<file path="src/rtl/store_monitor.sv">
// Pass/fail monitor for the core's data-memory write port, with a store-log FIFO.
// Optional macro STORE_MON_BYTE_EN adds byte-lane strobes (MemStrb, log_strb).
module store_monitor #(
    parameter int unsigned XLEN           = 32,
    parameter int unsigned PASS_ADDR      = 100,
    parameter int unsigned PASS_DATA      = 25,
    parameter int unsigned SCRATCH_LO     = 96,
    parameter int unsigned SCRATCH_HI     = 96,
    parameter int unsigned TIMEOUT_CYCLES = 1000,
    parameter int unsigned LOG_DEPTH      = 8
) (
    input  logic              clk,
    input  logic              reset,
    input  logic              MemWrite,
    input  logic [XLEN-1:0]   ALUResult,
    input  logic [XLEN-1:0]   WriteData,
`ifdef STORE_MON_BYTE_EN
    input  logic [XLEN/8-1:0] MemStrb,
    output logic [XLEN/8-1:0] log_strb,
`endif
    input  logic              log_pop,
    output logic              log_valid,
    output logic [XLEN-1:0]   log_addr,
    output logic [XLEN-1:0]   log_data,
    output logic              log_overflow,
    output logic              done,
    output logic              pass,
    output logic              fail,
    output logic              timeout,
    output logic [15:0]       store_count,
    output logic [31:0]       cycle_count
);

    localparam int unsigned     AW         = $clog2(LOG_DEPTH);
    localparam logic [XLEN-1:0] P_ADDR     = XLEN'(PASS_ADDR);
    localparam logic [XLEN-1:0] P_DATA     = XLEN'(PASS_DATA);
    localparam logic [XLEN-1:0] S_LO       = XLEN'(SCRATCH_LO);
    localparam logic [XLEN-1:0] S_HI       = XLEN'(SCRATCH_HI);
    localparam logic [31:0]     TOUT_LAST  = 32'(TIMEOUT_CYCLES - 1);
    localparam logic [AW:0]     FULL_COUNT = (AW + 1)'(LOG_DEPTH);

    typedef enum logic [1:0] {
        ST_RUN,
        ST_PASS,
        ST_FAIL,
        ST_TOUT
    } state_t;

    state_t        state;
    logic [AW-1:0] wr_ptr;
    logic [AW-1:0] rd_ptr;
    logic [AW:0]   count;

    logic [XLEN-1:0] addr_mem [LOG_DEPTH];
    logic [XLEN-1:0] data_mem [LOG_DEPTH];

    logic store_valid;
    logic data_match;
    logic accept;
    logic in_scratch;
    logic timeout_hit;
    logic full;
    logic do_push;
    logic do_pop;

`ifdef STORE_MON_BYTE_EN
    logic [XLEN/8-1:0] strb_mem [LOG_DEPTH];
    logic [XLEN-1:0]   strb_mask;

    always_comb begin
        // NOTE: every always_comb output gets a default first so no latch is inferred.
        strb_mask = '0;
        for (int i = 0; i < XLEN / 8; i++) begin
            strb_mask[i*8 +: 8] = {8{MemStrb[i]}};
        end
    end

    // An all-zero strobe is not a store at all.
    assign store_valid = MemWrite && (MemStrb != '0);
    assign data_match  = (WriteData & strb_mask) == (P_DATA & strb_mask);
`else
    assign store_valid = MemWrite;
    assign data_match  = (WriteData == P_DATA);
`endif

    assign accept     = (state == ST_RUN) && store_valid;
    assign in_scratch = (ALUResult >= S_LO) && (ALUResult <= S_HI);
    // >= rather than == so a scratch store landing on the limit edge only defers the timeout.
    assign timeout_hit = (TIMEOUT_CYCLES != 0) && (cycle_count >= TOUT_LAST);

    assign full    = (count == FULL_COUNT);
    assign do_pop  = log_pop && log_valid;
    assign do_push = accept && (!full || do_pop);

    assign log_valid = (count != '0);
    assign log_addr  = log_valid ? addr_mem[rd_ptr] : '0;
    assign log_data  = log_valid ? data_mem[rd_ptr] : '0;
    assign done      = pass | fail | timeout;

    // NOTE: log storage has no reset; pointers and occupancy alone define what is valid.
    always_ff @(posedge clk) begin
        if (do_push) begin
            addr_mem[wr_ptr] <= ALUResult;
            data_mem[wr_ptr] <= WriteData;
`ifdef STORE_MON_BYTE_EN
            strb_mem[wr_ptr] <= MemStrb;
`endif
        end
    end

`ifdef STORE_MON_BYTE_EN
    assign log_strb = log_valid ? strb_mem[rd_ptr] : '0;
`endif

    // NOTE: sequential state uses non-blocking assignments only.
    always_ff @(posedge clk) begin
        if (reset) begin
            state        <= ST_RUN;
            pass         <= 1'b0;
            fail         <= 1'b0;
            timeout      <= 1'b0;
            store_count  <= '0;
            cycle_count  <= '0;
            wr_ptr       <= '0;
            rd_ptr       <= '0;
            count        <= '0;
            log_overflow <= 1'b0;
        end else begin
            if (state == ST_RUN) begin
                if (cycle_count != '1) begin
                    cycle_count <= cycle_count + 32'd1;
                end
                if (accept) begin
                    if (store_count != '1) begin
                        store_count <= store_count + 16'd1;
                    end
                    if (ALUResult == P_ADDR) begin
                        if (data_match) begin
                            state <= ST_PASS;
                            pass  <= 1'b1;
                        end else begin
                            state <= ST_FAIL;
                            fail  <= 1'b1;
                        end
                    end else if (!in_scratch) begin
                        state <= ST_FAIL;
                        fail  <= 1'b1;
                    end
                end else if (timeout_hit) begin
                    state   <= ST_TOUT;
                    timeout <= 1'b1;
                end
            end

            if (do_push) begin
                wr_ptr <= wr_ptr + 1'b1;
            end
            if (do_pop) begin
                rd_ptr <= rd_ptr + 1'b1;
            end
            case ({do_push, do_pop})
                2'b10:   count <= count + 1'b1;
                2'b01:   count <= count - 1'b1;
                default: count <= count;
            endcase

            if (accept && full && !do_pop) begin
                log_overflow <= 1'b1;
            end
        end
    end

endmodule

</file>
<file path="config.mk">
export PLATFORM = sky130hd
export DESIGN_NAME = store_monitor
export DESIGN_NICKNAME = d
export VERILOG_FILES = /design/src/rtl/store_monitor.sv
export SDC_FILE = /design/constraint.sdc
export NUM_CORES = 1
export LEC_CHECK = 0
export ABC_AREA = 1
export BUFFER_PORTS_ARGS = -buffer_cell sky130_fd_sc_hd__buf_2
export CAP_MARGIN = 10
export CORE_ASPECT_RATIO = 1.25
export CORE_UTILIZATION = 60
export DETAILED_ROUTE_END_ITERATION = 10
export PLACE_DENSITY = 0.81
export SLEW_MARGIN = 20
export SYNTH_ARGS = -nofsm -noshare
export SYNTH_HDL_FRONTEND = slang
export SYNTH_SLANG_ARGS = --single-unit
</file>
<file path="constraint.sdc">
create_clock -name clk -period 6.1 [get_ports clk]
set_input_delay 0.305 -clock clk [delete_from_list [all_inputs] [get_ports clk]]
set_output_delay 0.305 -clock clk [all_outputs]
set_load 0.05 [all_outputs]
</file>
==> flow_metrics.py, run 1 <==
metrics = {
    "critical_path": {
        "crit-reg2reg-capture": "data_mem[6][22]$_DFFE_PP_",
        "critical_path.n_buffers_inverters": 3,
        "critPathSlowestCell": "sky130_fd_sc_hd__inv_6",
        "worstReg2RegStart": "state[1]$_SDFFE_PP0P_",
        "timing.critical_path.to": "log_addr[22]",
        "end_kind": "primary output",
        "critPathLaunchType": "register",
        "cp_data_arrival_time_ns": 3.59,
        "cp_max_fo": 137,
        "setup.reg_to_reg.worst_slack_ns": 2.86,
        "cp.depth": 7,
        "max_stage_delay_ns": 0.74,
        "r2r_cells": 8,
        "setup.worst_path.class": "reg -> out",
        "family_with_the_most_delay_on_the_worst_path": "buffers and inverters",
        "critical_path.most_common_cell": "sky130_fd_sc_hd__nor2_1",
        "crit_path_cell_trace": "inv_6 -> buf_12 -> nor2_1 -> o32ai_1 -> o21ai_0 -> nor2_1 -> buf_2",
        "crit_required_ns": 5.79,
    },
    "sta": {
        "period_share_pct": 63.9,
        "setup_viol": 0,
        "fmaxAchievable_mhz": 257,
        "max_slew.worst_pin.slew_ns": 1.13,
        "fin_skew_ns": 0.0233,
        "min_period_ns": 3.90,
        "finalSetupTns_ns": 0,
        "hold_violations": 0,
        "max_slew_margin_pct": 24.9,
        "rsz0062_at_grt": "false",
        "fin_ws_ns": 2.20,
        "slew_viol_final": 0,
    },
    "cts": {
        "post_cts_hold_buffer_count": 13,
        "cts_htree_levels": 2,
        "postCtsSetupBuffers": 0,
        "clock_latency_ns": 0.59,
        "cts_root_buffer": "sky130_fd_sc_hd__clkbuf_16",
        "clock_sinks": 579,
        "tritoncts.num_buffers": 53,
        "clock_slew_seen_by_the_registers_of_the_worst_setup_and_hold_paths_ns": 0.07,
        "number_of_buffers_on_the_longest_clock_path": 3,
        "clock_tree_from_tritoncts": "done",
        "post_cts_resized": 0,
    },
    "power_and_ir_drop": {
        "p_per_area_nw_per_um2": 437,
        "irDropWorstVdd_mv": 0.330,
        "p_leak_uw": 0.00948,
        "total_power_uw": 11900,
    },
    "cells_and_area": {
        "final_net_count": 2370,
        "layout-area-overhead-vs-synth_pct": 12.9,
        "drive_gt1_share_pct": 13.9,
    },
    "placement": {
        "setup_slack_placement_ns": 2.82,
        "input_output_buffers": 185,
        "gpl.final_weighted_congestion": 0.946,
        "post-dp-hpwl_um": 32200,
    },
    "logic_synthesis": {
        "synth.yosys.warnings": 0,
        "ys_seq_elements": 579,
        "post_synth_instance_area_um2": 24100,
        "ys_seq_area_share_pct": 69.4,
        "synth_cell_type_count": 34,
        "postSynthCellCount": 2139,
        "syn_nets": 2215,
        "avgSynthCellArea_um2": 11.3,
    },
    "grt": {
        "pin_count_of_the_biggest_net_entering_global_routing": 138,
        "grt_antenna_before_repair": 7,
        "grt_util_all_layers_pct": 27.4,
        "grt_pass1_vias": 16900,
        "first_pass_grt_wire_length_um": 87600,
        "sum_of_overflow_across_all_layers_after_global_routing": 0,
    },
    "detailed_routing": {
        "firstDrtPassIters": 5,
        "detailed_route_via_count": 17100,
        "routed_wl_um": 55800,
        "detailedRoute.firstIterationViolations": 1784,
        "detail_route.vias_per_cell": 6.03,
        "routed_wire_length_per_instance_um": 19.7,
        "drt.antenna.violating_nets": 0,
        "post-route-drc-count": 0,
    },
    "floorplan": {
        "die_w_um": 181,
        "core_area_um2": 39300,
        "die_area_um2": 40900,
        "initial_core_util_pct": 61.2,
        "core.rowCount": 81,
        "ios": 186,
        "die_h_um": 226,
    },
    "status": {
        "result_of_the_run": "complete, no violations",
    },
    "worst_hold_path": {
        "hold_path_class": "in -> reg",
    },
    "job": {
        "max_cap_violations": 0,
    },
}
## state kept, by name, summed over array words and instances, names as in the netlist, named ones only
name / count
state: 2
cycle_count: 32
fail: 1
pass: 1
store_count: 16
count: 4
data_mem: 256
rd_ptr: 3
log_overflow: 1
addr_mem: 256
wr_ptr: 3
timeout: 1
## cell families after synthesis
family                   after synthesis  share of synthesized area (%)
flip-flops                           579                           69.4
AO/OA/AOI/OAI                        394                           10.4
adder cells (fa/ha/maj)                8                          0.447
XOR/XNOR                              35                           1.27
AND/OR/NAND/NOR                      939                           15.3
buffers and inverters                184                           3.20
## report_power, final
| part | internal (µW) | switching (µW) | total [µW] |
|---|---|---|---|
| Clock | 1800 | 1430 | 3230 |
| Combinational | 975 | 3070 | 4040 |
| Sequential | 4470 | 149 | 4620 |
| Total | 7240 | 4640 | 11900 |
## per-layer routing
metal / part of all wire (%) / up-vias / global-route usage [%]
li1: - / 7867 / -
met1: 37 / 8238 / 33.3
met2: 51 / 817 / 47.6
met3: 8.1 / 160 / 5.27
met4: 3.5 / 12 / 11.9
met5: 0.16 / - / 0
## worst register-to-register path, stage by stage, from the launching register on
cell and delay [ns]:
sky130_fd_sc_hd__dfxtp_1 0.33, sky130_fd_sc_hd__nor2_4 0.17, sky130_fd_sc_hd__inv_1 0.11, sky130_fd_sc_hd__nor2_1 0.23
sky130_fd_sc_hd__nand2_1 0.18, sky130_fd_sc_hd__inv_1 0.14, sky130_fd_sc_hd__nand2_1 0.26, sky130_fd_sc_hd__nor2_4 0.68
sky130_fd_sc_hd__buf_4 0.73
## how the worst min path moves through the flow
| stage | startpoint | to | slack [ns] | cells past startpoint |
|---|---|---|---|---|
| 2_1_floorplan | ALUResult[0] | addr_mem[0][0]$_DFFE_PP_ | 0.40 | 0 |
| 3_3_place_gp | rd_ptr[2]$_SDFFE_PP0P_ | register | 0.44 | 2 |
| 3_5_place_dp | rd_ptr[2]$_SDFFE_PP0P_ | register | 0.46 | 2 |
| 4_1_cts | WriteData[29] | data_mem[6][29]$_DFFE_PP_ | 0.0005 | 1 |
| 5_1_grt | ALUResult[22] | addr_mem[0][22]$_DFFE_PP_ | 0.01 | 1 |
| 6_report | ALUResult[24] | addr_mem[0][24]$_DFFE_PP_ | 0.01 | 1 |
## per-stage QoR
stage / utilization, % / area [µm²] / hold WS, ns / std cells
after floorplan: - / 24100 / 0.404 / 2139
after global placement: 64.4 / 25300 / 0.436 / 2723
after detailed placement: 64.5 / 25400 / 0.459 / 2724
after CTS: 69.2 / 27200 / 0.000550 / 2836
after global routing: 69.2 / 27200 / 0.0143 / 2837
final: 69.2 / 27200 / 0.0125 / 2837
## synthesized netlist by cell type (all sizes together)
library cell | number | share of area [%]
o32ai | 128 | 4.7
clkinv | 1 | 0.016
buf | 39 | 0.94
nand4 | 5 | 0.13
o21ai | 207 | 4.3
clkbuf | 79 | 1.2
and3 | 1 | 0.026
nand2 | 226 | 3.6
xor2 | 23 | 0.84
and2 | 2 | 0.052
nand3 | 33 | 0.69
xnor2 | 12 | 0.44
nor2 | 655 | 10
fa | 1 | 0.083
or2 | 1 | 0.026
edfxtp | 512 | 64
ha | 7 | 0.36
inv | 65 | 1.0
dfxtp | 67 | 5.6
a21oi | 59 | 1.4
nor3 | 13 | 0.31
nand3b | 3 | 0.094
## cells in the final DEF, fill, tap and decap left out, types with 7 or more instances in the layout
master and instances:
sky130_fd_sc_hd__clkinv_1 7, sky130_fd_sc_hd__nand3_1 32, sky130_fd_sc_hd__xor2_1 23, sky130_fd_sc_hd__o21ai_0 202, sky130_fd_sc_hd__dfxtp_1 64, sky130_fd_sc_hd__a21oi_2 11
sky130_fd_sc_hd__edfxtp_1 512, sky130_fd_sc_hd__o32ai_1 128, sky130_fd_sc_hd__clkinv_2 9, sky130_fd_sc_hd__buf_2 185, sky130_fd_sc_hd__nor2_4 10, sky130_fd_sc_hd__clkbuf_16 56
sky130_fd_sc_hd__clkbuf_1 12, sky130_fd_sc_hd__buf_4 18, sky130_fd_sc_hd__nor2_1 641, sky130_fd_sc_hd__xnor2_1 12, sky130_fd_sc_hd__nand2_1 221, sky130_fd_sc_hd__ha_1 7
sky130_fd_sc_hd__dlygate4sd3_1 13, sky130_fd_sc_hd__a21oi_1 48, sky130_fd_sc_hd__inv_1 63, sky130_fd_sc_hd__nor3_1 11
## layout make-up
cell class              count  area (µm²)
inverters                  66         253
multi-input cells        1376        6660
diodes                      1        2.50
clock buffers              74        1530
fillers                  2648       12100
well taps                 498         623
repair buffers            218        1240
flip-flops and latches    579       16700
clock inverters            25         168
Power figures use the tool's default switching activity.
==> inputs of run 2 (changes only) <==
CORE_UTILIZATION = 54   (was 60)
PLACE_DENSITY = 0.77   (was 0.81)
clock period = 3.2 ns   (was 6.1 ns; I/O delays follow)
==> run 2 against run 1 <==
First-iteration DRC count is 16% lower. Non-clock buffer count is 77 higher. Setup slack worse by 2.0 ns. Via count is 1.3% higher. Global-route usage is 1.9 points lower. Die area is 11% higher. Sequential power is 90% higher. Clock power is 92% higher. Core utilization is 5.1 points lower. Register-to-register slack worse by 2.2 ns. Cell count is 5.3% higher. Design area is 3.6% higher.
==> flow_metrics.py, run 2 (synthesis gave the netlist of run 1 again) <==
metrics = {
    "status": {
        "result_of_the_run": "complete, no violations",
    },
    "grt": {
        "grt_antenna_before_repair": 4,
        "pin_count_of_the_biggest_net_entering_global_routing": 81,
        "sum_of_overflow_across_all_layers_after_global_routing": 0,
        "grt_pass1_vias": 17100,
        "grt_util_all_layers_pct": 25.5,
        "first_pass_grt_wire_length_um": 90300,
    },
    "cts": {
        "clock_tree_from_tritoncts": "done",
        "number_of_buffers_on_the_longest_clock_path": 3,
        "cts_root_buffer": "sky130_fd_sc_hd__clkbuf_16",
        "tritoncts.num_buffers": 53,
        "clock_sinks": 579,
        "clock_latency_ns": 0.58,
        "clock_slew_seen_by_the_registers_of_the_worst_setup_and_hold_paths_ns": 0.06,
        "cts_htree_levels": 2,
    },
    "critical_path": {
        "max_stage_delay_ns": 0.66,
        "critPathLaunchType": "register",
        "critPathSlowestCell": "sky130_fd_sc_hd__dfxtp_4",
        "cp_max_fo": 50,
        "crit_required_ns": 3.04,
        "end_kind": "primary output",
        "cp_data_arrival_time_ns": 2.87,
        "setup.worst_path.class": "reg -> out",
        "crit_path_cell_trace": "buf_4 -> nor2_1 -> o32ai_1 -> o21ai_0 -> nor2_1 -> buf_2",
        "critical_path.most_common_cell": "sky130_fd_sc_hd__nor2_1",
    },
    "floorplan": {
        "die_area_um2": 45500,
        "core.rowCount": 86,
        "core_area_um2": 44000,
        "die_h_um": 238,
        "initial_core_util_pct": 54.7,
        "die_w_um": 191,
        "ios": 186,
    },
    "detailed_routing": {
        "detail_route.vias_per_cell": 5.80,
        "drt.antenna.violating_nets": 0,
        "routed_wl_um": 58300,
        "routed_wire_length_per_instance_um": 19.5,
        "firstDrtPassIters": 5,
        "detailedRoute.firstIterationViolations": 1490,
        "post-route-drc-count": 0,
        "detailed_route_via_count": 17300,
    },
    "cells_and_area": {
        "fillerInstances": 3200,
        "layout_common_cells": "641 x sky130_fd_sc_hd__nor2_1, 512 x sky130_fd_sc_hd__edfxtp_1, 221 x sky130_fd_sc_hd__nand2_1",
        "largest_registers": "addr_mem x256, data_mem x256, cycle_count x32",
        "seq_area_um2": 16700,
        "finalNonFillerCells": 2987,
        "multiInputGateArea_um2": 6660,
        "drive_gt1_share_pct": 14.4,
        "final_net_count": 2447,
        "layout-area-overhead-vs-synth_pct": 17.0,
        "layout.cell_area.non_filler_um2": 28200,
        "mostFrequentLayoutCell": "sky130_fd_sc_hd__nor2_1",
    },
    "power_and_ir_drop": {
        "power.switching_uw": 8890,
        "comb_power_share_pct": 35.0,
        "internal_power_uw": 14100,
        "power.share.switching_pct": 38.6,
        "clock_power_share_pct": 26.9,
        "irDropWorstVdd_mv": 0.637,
        "seq_pwr_share_pct": 38.1,
        "p_leak_uw": 0.00987,
        "p_per_area_nw_per_um2": 816,
    },
    "sta": {
        "rsz0062_at_grt": "false",
        "hold_violations": 0,
        "fin_skew_ns": 0.0124,
        "slew_viol_final": 0,
        "setup_viol": 0,
        "max_slew.worst_pin.slew_ns": 0.864,
        "finalSetupTns_ns": 0,
        "period_share_pct": 94.6,
        "fmaxAchievable_mhz": 330,
        "max_slew_margin_pct": 42.4,
        "fin_worst_hold_slack_ns": 0.0815,
        "min_period_ns": 3.03,
    },
    "placement": {
        "post-dp-hpwl_um": 34500,
        "input_output_buffers": 185,
        "gpl.final_weighted_congestion": 0.896,
        "placed_cells": 2820,
        "placedInstanceArea_um2": 25800,
    },
    "job": {
        "max_cap_violations": 0,
    },
    "worst_hold_path": {
        "hold_path_class": "in -> reg",
    },
}
## run 2: critical path: cells and delay by family, from the launching register on
| family | cells | cell delay (ns) |
|---|---|---|
| buffers and inverters | 2 | 0.83 |
| AND/OR/NAND/NOR | 2 | 0.33 |
| flip-flops | 1 | 0.66 |
| AO/OA/AOI/OAI | 2 | 0.47 |
## run 2: path summary, 6_finish.rpt
path | cells past startpoint | slack [ns] | endpoint | start
max | 6 | 0.17 | log_addr[1] | register
max reg2reg | 8 | 0.68 | data_mem[4][13]$_DFFE_PP_ | state[1]$_SDFFE_PP0P_
min | 2 | 0.08 | cycle_count[20]$_SDFFE_PP0P_ | reset
min reg2reg | 2 | 0.47 | register | rd_ptr[2]$_SDFFE_PP0P_
## run 2: repair_timing
item / 4_1_cts / 5_1_grt
hold buffers: 66 / 0
pin swaps: 0 / 0
resized for setup: 1 / 0
endpoints found under the setup margin: 2 / 1
buffers inserted: 1 / 1
hold endpoints to repair: 516 / 0
## run 2: layer usage
| layer | share of wire (%) | GRT usage [%] |
|---|---|---|
| met5 | 0.031 | 0 |
| met4 | 3.3 | 10.3 |
| met3 | 7.5 | 4.13 |
| met2 | 51 | 43.7 |
| met1 | 39 | 32.1 |
## run 2: power by group through the flow
stage | combinational [µW] | sequential, µW | clock (µW)
floorplan | 5840 | 8800 | 0
global placement | 7600 | 8980 | 0
detailed placement | 7770 | 8990 | 0
CTS | 7960 | 8800 | 6280
global route | 8610 | 8790 | 6550
finish | 8050 | 8760 | 6200
## run 2: metrics by stage
stage,worst slack (ns),utilization (%),total power (µW)
finish,0.173,64.0,23000
global route,0.0560,64.0,23900
CTS,0.0202,64.0,23000
detailed placement,0.670,58.6,16800
global placement,0.733,58.6,16600
floorplan,-1.07,-,14600
## run 2: area by class of cell
| cell class | instances | area share [%] |
|---|---|---|
| Tap cell | 572 | 2.54 |
| Multi-Input combinational cell | 1376 | 23.6 |
| Clock inverter | 36 | 1.10 |
| Timing Repair Buffer | 295 | 7.51 |
| Antenna cell | 2 | 0.0178 |
| Inverter | 66 | 0.906 |
| Clock buffer | 61 | 4.96 |
| Sequential cell | 579 | 59.3 |
